## src/rtl/frame_generator_impl_if.sv

```systemverilog
// AXI4-Stream bus carrying generated Ethernet/IPv4 test frames.
interface frame_generator_impl_if #(
   parameter int DATA_WIDTH = 512,
   parameter int ID_WIDTH   = 3
);
   logic [DATA_WIDTH-1:0]   data;
   logic [DATA_WIDTH/8-1:0] keep;
   logic                    last;
   logic [DATA_WIDTH/8-1:0] user;
   logic [ID_WIDTH-1:0]     id;
   logic                    valid;
   logic                    ready;

   modport master (output data, keep, last, user, id, valid, input ready);
   modport slave  (input data, keep, last, user, id, valid, output ready);
endinterface

```

## src/rtl/frame_generator_impl.sv

```systemverilog
// Back-to-back Ethernet/IPv4 test frame generator with LFSR payload and
// running frame/byte counters, streaming 64-byte beats on AXIS.
`ifndef TEST_FRAME_TOS
`define TEST_FRAME_TOS 8'h00
`endif
`ifndef TEST_FRAME_PROTO
`define TEST_FRAME_PROTO 8'hFD
`endif

module frame_generator_impl #(
   parameter int DATA_WIDTH = 512,
   parameter int ID_WIDTH   = 3
) (
   input  logic                clk,
   input  logic                rst,
   output logic                ready,
   input  logic                start,
   input  logic                stop,
   input  logic [15:0]         cfg_frame_len,
   input  logic [15:0]         cfg_seed,
   input  logic [47:0]         cfg_eth_dst,
   input  logic [47:0]         cfg_eth_src,
   input  logic [31:0]         cfg_ip_src,
   input  logic [31:0]         cfg_ip_dst,
   input  logic [ID_WIDTH-1:0] cfg_port_id,
   output logic [63:0]         sent_frames,
   output logic [63:0]         sent_bytes,
   frame_generator_impl_if.master axis_m
);
   localparam int          KEEP_W  = DATA_WIDTH / 8;
   localparam logic [15:0] LEN_MIN = 16'd60;
   localparam logic [15:0] LEN_MAX = 16'd1514;
   localparam logic [15:0] BEAT_B  = 16'd64;
   localparam logic [7:0]  TOS     = `TEST_FRAME_TOS;
   localparam logic [7:0]  PROTO   = `TEST_FRAME_PROTO;

   typedef enum logic [1:0] {IDLE, FIRST, BODY} state_t;

   state_t state, state_nxt;

   logic [15:0]         len_q;
   logic [15:0]         rem_q;
   logic [15:0]         frame_id;
   logic [15:0]         pat_q;
   logic [47:0]         eth_dst_q;
   logic [47:0]         eth_src_q;
   logic [31:0]         ip_src_q;
   logic [31:0]         ip_dst_q;
   logic [ID_WIDTH-1:0] port_id_q;
   logic                stop_flag;

   logic                active;
   logic                hs;
   logic                accept;
   logic                last_beat;
   logic                frame_end;
   logic [15:0]         len_clamped;
   logic [15:0]         word;
   logic [15:0]         tot_len;
   logic [15:0]         csum;
   logic [271:0]        hdr;
   logic [DATA_WIDTH-1:0] data_c;

   function automatic logic [15:0] lfsr_step(input logic [15:0] l);
      return {l[0] ^ l[2] ^ l[3] ^ l[5], l[15:1]};
   endfunction

   function automatic logic [15:0] clamp_len(input logic [15:0] l);
      if (l < LEN_MIN) return LEN_MIN;
      if (l > LEN_MAX) return LEN_MAX;
      return l;
   endfunction

   function automatic logic [KEEP_W-1:0] keep_mask(input logic [5:0] r);
      if (r == 6'd0) return '1;
      return (64'h1 << r) - 64'h1;
   endfunction

   // Words are big-endian byte pairs as they appear on the wire.
   function automatic logic [15:0] ip_csum(input logic [15:0] tl,
                                           input logic [15:0] id,
                                           input logic [31:0] ip_s,
                                           input logic [31:0] ip_d);
      logic [19:0] sum;
      logic [16:0] fold;
      sum = {4'h0, 8'h45, TOS} + {4'h0, tl} + {4'h0, id} + {4'h0, 8'd64, PROTO}
          + {4'h0, ip_s[7:0], ip_s[15:8]}  + {4'h0, ip_s[23:16], ip_s[31:24]}
          + {4'h0, ip_d[7:0], ip_d[15:8]}  + {4'h0, ip_d[23:16], ip_d[31:24]};
      fold = {1'b0, sum[15:0]} + {13'h0, sum[19:16]};
      return ~(fold[15:0] + {15'h0, fold[16]});
   endfunction

   assign active      = (state != IDLE);
   assign hs          = active && !rst && axis_m.ready;
   assign accept      = (state == IDLE) && start;
   assign last_beat   = (rem_q <= BEAT_B);
   assign frame_end   = hs && last_beat;
   assign len_clamped = clamp_len(cfg_frame_len);

   always_ff @(posedge clk) begin
      if (rst) state <= IDLE;
      else     state <= state_nxt;
   end

   always_comb begin
      state_nxt = state;
      ready     = 1'b0;
      case (state)
         IDLE: begin
            ready = 1'b1;
            if (start) state_nxt = FIRST;
         end
         FIRST, BODY: begin
            if (hs) begin
               if (last_beat) state_nxt = (stop_flag || stop) ? IDLE : FIRST;
               else           state_nxt = BODY;
            end
         end
         default: state_nxt = IDLE;
      endcase
   end

   always_ff @(posedge clk) begin
      if (rst) begin
         stop_flag   <= 1'b0;
         sent_frames <= 64'd0;
         sent_bytes  <= 64'd0;
         frame_id    <= 16'd0;
      end else begin
         if (frame_end && (stop_flag || stop)) stop_flag <= 1'b0;
         else if (stop && active)              stop_flag <= 1'b1;
         if (accept) begin
            sent_frames <= 64'd0;
            sent_bytes  <= 64'd0;
            frame_id    <= cfg_seed;
         end else if (frame_end) begin
            sent_frames <= sent_frames + 64'd1;
            sent_bytes  <= sent_bytes + {48'd0, len_q};
            frame_id    <= lfsr_step(frame_id);
         end
      end
   end

   // Configuration is only captured at start, so it stays stable across stalls.
   always_ff @(posedge clk) begin
      if (accept) begin
         len_q     <= len_clamped;
         eth_dst_q <= cfg_eth_dst;
         eth_src_q <= cfg_eth_src;
         ip_src_q  <= cfg_ip_src;
         ip_dst_q  <= cfg_ip_dst;
         port_id_q <= cfg_port_id;
      end
      if (accept)         rem_q <= len_clamped;
      else if (frame_end) rem_q <= len_q;
      else if (hs)        rem_q <= rem_q - BEAT_B;
      if (hs) pat_q <= lfsr_step(word);
   end

   assign word    = (state == FIRST) ? frame_id : pat_q;
   assign tot_len = len_q - 16'd14;
   assign csum    = ip_csum(tot_len, frame_id, ip_src_q, ip_dst_q);

   // Concatenation runs from byte 33 (MSB) down to byte 0 (LSB).
   assign hdr = {ip_dst_q, ip_src_q, csum[7:0], csum[15:8], PROTO, 8'd64, 16'h0000,
                 frame_id[7:0], frame_id[15:8], tot_len[7:0], tot_len[15:8],
                 TOS, 8'h45, 8'h00, 8'h08, eth_src_q, eth_dst_q};

   always_comb begin
      for (int j = 0; j < DATA_WIDTH / 16; j++) data_c[16*j +: 16] = {word[7:0], word[15:8]};
      if (state == FIRST) data_c[271:0] = hdr;
   end

   assign axis_m.valid = active && !rst;
   assign axis_m.data  = data_c;
   assign axis_m.keep  = last_beat ? keep_mask(rem_q[5:0]) : '1;
   assign axis_m.last  = last_beat;
   assign axis_m.user  = '0;
   assign axis_m.id    = port_id_q;
endmodule

```

## src/flat_wrapper.sv

```systemverilog
// flat-port wrapper written by rule: the top's interface ports become plain ports
module frame_generator_impl_flat 
#(
   parameter int DATA_WIDTH = 512,
   parameter int ID_WIDTH   = 3
)
  (clk, rst, ready, start, stop, cfg_frame_len, cfg_seed, cfg_eth_dst, cfg_eth_src, cfg_ip_src, cfg_ip_dst, cfg_port_id, sent_frames, sent_bytes, axis_m_data, axis_m_keep, axis_m_last, axis_m_user, axis_m_id, axis_m_valid, axis_m_ready);
  frame_generator_impl_if #(.DATA_WIDTH(DATA_WIDTH), .ID_WIDTH(ID_WIDTH)) axis_m_i ();
  input  logic clk;
  input  logic rst;
  output logic ready;
  input  logic start;
  input  logic stop;
  input  logic [15:0] cfg_frame_len;
  input  logic [15:0] cfg_seed;
  input  logic [47:0] cfg_eth_dst;
  input  logic [47:0] cfg_eth_src;
  input  logic [31:0] cfg_ip_src;
  input  logic [31:0] cfg_ip_dst;
  input  logic [ID_WIDTH-1:0] cfg_port_id;
  output logic [63:0] sent_frames;
  output logic [63:0] sent_bytes;
  output wire logic [$bits(axis_m_i.data)-1:0] axis_m_data;
  output wire logic [$bits(axis_m_i.keep)-1:0] axis_m_keep;
  output wire logic [$bits(axis_m_i.last)-1:0] axis_m_last;
  output wire logic [$bits(axis_m_i.user)-1:0] axis_m_user;
  output wire logic [$bits(axis_m_i.id)-1:0] axis_m_id;
  output wire logic [$bits(axis_m_i.valid)-1:0] axis_m_valid;
  input wire logic [$bits(axis_m_i.ready)-1:0] axis_m_ready;
  assign axis_m_data = axis_m_i.data;
  assign axis_m_keep = axis_m_i.keep;
  assign axis_m_last = axis_m_i.last;
  assign axis_m_user = axis_m_i.user;
  assign axis_m_id = axis_m_i.id;
  assign axis_m_valid = axis_m_i.valid;
  assign axis_m_i.ready = axis_m_ready;
  frame_generator_impl #(.DATA_WIDTH(DATA_WIDTH), .ID_WIDTH(ID_WIDTH)) u_core (.clk(clk), .rst(rst), .ready(ready), .start(start), .stop(stop), .cfg_frame_len(cfg_frame_len), .cfg_seed(cfg_seed), .cfg_eth_dst(cfg_eth_dst), .cfg_eth_src(cfg_eth_src), .cfg_ip_src(cfg_ip_src), .cfg_ip_dst(cfg_ip_dst), .cfg_port_id(cfg_port_id), .sent_frames(sent_frames), .sent_bytes(sent_bytes), .axis_m(axis_m_i));
endmodule
```

## config.mk

```make
export PLATFORM = sky130hd
export DESIGN_NAME = frame_generator_impl_flat
export DESIGN_NICKNAME = d
export VERILOG_FILES = /design/src/rtl/frame_generator_impl_if.sv /design/src/rtl/frame_generator_impl.sv /design/src/flat_wrapper.sv
export SDC_FILE = /design/constraint.sdc
export NUM_CORES = 1
export LEC_CHECK = 0
export ABC_AREA = 1
export CAP_MARGIN = 20
export CORE_AREA = 2 2 379 381
export DETAILED_ROUTE_END_ITERATION = 7
export DIE_AREA = 0 0 381 383
export PLACE_DENSITY_LB_ADDON = 0.08
export SLEW_MARGIN = 20
export SYNTH_ARGS = -nofsm -noshare
export SYNTH_HDL_FRONTEND = slang
export SYNTH_SLANG_ARGS = --single-unit
```

## constraint.sdc

```tcl
create_clock -name clk -period 13.6 [get_ports clk]
set_input_delay 2.04 -clock clk [delete_from_list [all_inputs] [get_ports clk]]
set_output_delay 2.04 -clock clk [all_outputs]
set_load 0.005 [all_outputs]
```

==> impl_summary.md <==
Timing
Setup repair after global routing left no endpoint under its margin. The final number of max-transition violations came to 0. For the pin with the worst max-slew slack, the measured transition is around 1.1 ns.

Setup violations remaining at the end of the flow were counted as 0. The maximum frequency from static timing analysis is 81.1 MHz. The final worst clock skew is 0.0253 ns. The total negative slack for setup checks is 0 ns. The total count of hold-check failures in the final report is 0. The final period demand of the worst path is 12.33 ns. Measured against its own limit, the worst slew margin works out to 27.4%. After layout, the worst path uses slightly above 90% of the clock period.

Synth
The synthesized netlist devotes 8.10% of its cell area to compound gates. The part of the Yosys area used for sequential elements is 35.4%. After Yosys synthesis, and, or, nand and nor cells account for 27.5% of the synthesized area. The Yosys step of the flow raised 0 warnings. The flop and latch count out of synthesis is ~360. The synthesized-area fraction occupied by adder cells is 8.14%.

The commonest cells after synthesis are sky130_fd_sc_hd__nand2_1 (884), sky130_fd_sc_hd__inv_1 (427), sky130_fd_sc_hd__buf_4 (343). The most used standard cell by instance count after synthesis is sky130_fd_sc_hd__nand2_1. By area, the combinational part of the netlist is dominated by simple AND/OR/NAND/NOR gates. After synthesis, the cell types taking the most area are sky130_fd_sc_hd__edfxtp_1 (24%), sky130_fd_sc_hd__nand2_1 (13%), sky130_fd_sc_hd__dfxtp_1 (11%), sky130_fd_sc_hd__buf_4 (9.8%), sky130_fd_sc_hd__inv_1 (6.1%). The leading area contributor after synthesis is sky130_fd_sc_hd__edfxtp_1. In the synthesized netlist, mux cells make up 0% of the area.

In the synthesized netlist the dominant register cell turns out to be sky130_fd_sc_hd__edfxtp_1. In this run the mean area of a mapped cell was 7.47 µm². Synthesis produced a netlist whose cell count is approximately 3500.

Summing the areas of all xor and xnor instances in the mapped netlist gives 3.04% of the synthesized area. The area share of the largest cell type after synthesis is 24.2%. The cell area after technology mapping is ~0.026 mm².

The count of cell types in the netlist is 58. The number of flops mapped to enable cells by yosys is 211. The fraction of synthesis flops using an asynchronous set or reset pin is 0%.

Clock network
In this run, post-CTS hold repair placed 0 buffers. The clock net in this run drives a total of roughly 360 sinks. TritonCTS created 53 clock buffers. Clock-pin slew was measured on the worst setup and hold paths at 0.06 ns. The maximum clock insertion buffer count is 3. The H-tree depth is 2. Post-CTS timing repair inserted 0 buffers for setup. Gates resized during post-CTS repair numbered 0.

At the later pin of the worst-skew pair, clock insertion delay measures 0.64 ns. The CTS tree is yes. The cell sitting at the root of the clock tree is a sky130_fd_sc_hd__clkbuf_16.

Layout
For this run, the post-layout net count is 4454. The synthesis-to-layout area growth is 40.5%. The fill cell total of the finished layout is 15800. The share of cells above drive strength 1 is 4.42%. Once layout is done, the placed cells without fillers occupy 0.0368 mm².

Floorplanning
Pin placement for this block handled a little under 1000 I/O pins. The number of standard-cell rows in the floorplan is around 140. The initial cell density of the core is between 10% and 20%. The overall die area is 0.146 mm².

The area inside the core boundary is approximately 0.14 mm². The die outline width is 381 µm. The floorplan step set the die height to 383 µm.

Drt
For this run, design rule violations remaining after detail routing come to 0. Wire segments on met3 add up to 9390 µm in the final route. The number of iterations in the first detailed-routing pass is 5. In the final routing, the length of wire on met1 measures 57900 µm. After detailed routing, the average wire length per cell comes to 21.6 µm. The average vias per placed instance is 4.07. The total number of vias is 24700. Summed over all nets, wire length on met2 after detailed routing comes to 61700 µm. The highest metal layer with signal wires is met5. The detailed router finished its first iteration with 1389 violations. The routed wire length is about 130000 µm. The count of nets left with antenna violations once routing finished came out at 0.

Power
VDD sags by at most ~0.00042 V. The power per standard cell area is 297 mW/mm². The total leakage power is 14.6 nW.

Overall power consumption after layout is estimated at about 11 mW.

Setup path
At the worst endpoint, the required time is 11.56 ns. In this run the critical register-to-register path is launched from u_core.rem_q[3]. The largest single stage delay on the critical path is 0.55 ns. For the worst setup path, the data arrival time is 10.29 ns. The startpoint-to-endpoint class of the critical path is reg2out.

The critical path starts at u_core.len_q[1]. The endpoint type of the worst setup path is a primary output. The worst setup path is launched from a flop. Of all nets on the critical path, the largest fanout is 6.

For this design, the slowest cell found on the critical path is sky130_fd_sc_hd__fa_1. The worst reg-to-reg setup slack is 9.29 ns. The cell that appears most often on the critical path is sky130_fd_sc_hd__nand2_1.

Placement
The global placement routability congestion is 0.852. Detailed placement ended at an HPWL of 106000 µm. The count of buffers inserted at the top-level ports is 908. The post-place instance area is 0.0351 mm².

Hold path
The worst min-delay path category is reg2reg. The worst hold path begins at u_core.sent_frames[63].

Global route
The first global-routing pass estimated ~180000 µm of wire. Entering global routing, the biggest net connects 90 pins. The global router's overall resource usage is between 15 and 20%. The number of global-route vias before repair is 24800.

The initial antenna violation count is 21. The total overflow left after global routing is 0.

Run status
The flow ran to the end, and the final reports show no timing, DRC or antenna violations.

Flow run
Max-cap violations in this run came to 0.
-- per-stage QoR --
step	hold WS [ns]	instances	util (%)	setup WS [ns]
finish	0.463	6070	25.9	1.27
global route	0.486	6067	25.9	0.0309
CTS	0.474	6067	25.9	0.838
detailed placement	0.466	5970	24.7	1.56
global placement	0.457	5970	24.7	1.59
floorplan	0.451	3578	-	3.50
-- final cells by class --
type                            count  area (µm²)  share of cell area (%)
Timing Repair Buffer              931        9260                    25.2
Multi-Input combinational cell   2338       12600                    34.2
Tap cell                         1903        2380                    6.47
Clock buffer                       74        1440                    3.90
Antenna cell                        3        7.51                  0.0204
Sequential cell                   358        9280                    25.2
Clock inverter                     23         201                   0.547
Inverter                          440        1660                    4.51
-- power breakdown --
| group | switching [mW] | leakage, nW | internal (mW) | total (mW) |
|---|---|---|---|---|
| Sequential | 0.125 | 3.17 | 1.36 | 1.48 |
| Combinational | 5.12 | 10.6 | 2.97 | 8.10 |
| Clock | 0.569 | 0.791 | 0.772 | 1.34 |
-- sequential cells by signal (all words and copies together), names as in the netlist --
register            count
u_core.pat_q           16
u_core.rem_q           16
u_core.sent_bytes      64
u_core.ip_dst_q        32
u_core.ip_src_q        32
u_core.axis_m.id        3
u_core.state            2
u_core.frame_id        16
u_core.stop_flag        1
u_core.len_q           16
u_core.sent_frames     64
u_core.eth_src_q       48
u_core.eth_dst_q       48
-- placed cells by master, fill, tap and decap left out, drive strengths merged, types with 27 or more instances in the layout --
master	netlist	final
conb	2	70
xor2	60	60
nand3	174	174
clkbuf	71	74
fa	64	64
dfxtp	147	147
clkdlybuf4s50	0	908
nand2	895	895
edfxtp	211	211
nand4	72	72
inv	439	441
o21ai	175	175
ha	68	68
nor3	117	117
a21oi	146	146
xnor2	31	31
nor4	27	27
nor2	339	339
-- final timing paths --
path | end | cells after the start
max | axis_m_data[198] | 51
min | u_core.sent_frames[63] | 2
max reg2reg | u_core.sent_frames[61] | 15
min reg2reg | u_core.sent_frames[63] | 2
-- cells by family after synthesis --
family,count (synthesis)
xor gates and xnor gates,91
buffers and inverters,882
adders and majority gates,132
AOI/OAI and AO/OA,390
other,2
and+or+nand+nor,1655
DFF,358
-- critical path, delay by kind of cell, from the launching register on --
family	cells	cell delay, ns
xor gates and xnor gates	3	0.55
buffers and inverters	7	0.84
AOI/OAI and AO/OA	4	0.89
adders and majority gates	10	3.57
DFF	1	0.53
and+or+nand+nor	27	3.27
-- per-layer routing --
layer / vias to the layer above / GRT usage (%)
li1: 12200 / -
met1: 11700 / 22.1
met2: 703 / 29.1
met3: 110 / 4.88
met4: 20 / 2.83
met5: - / 0
(Power assumes the default switching activity.)
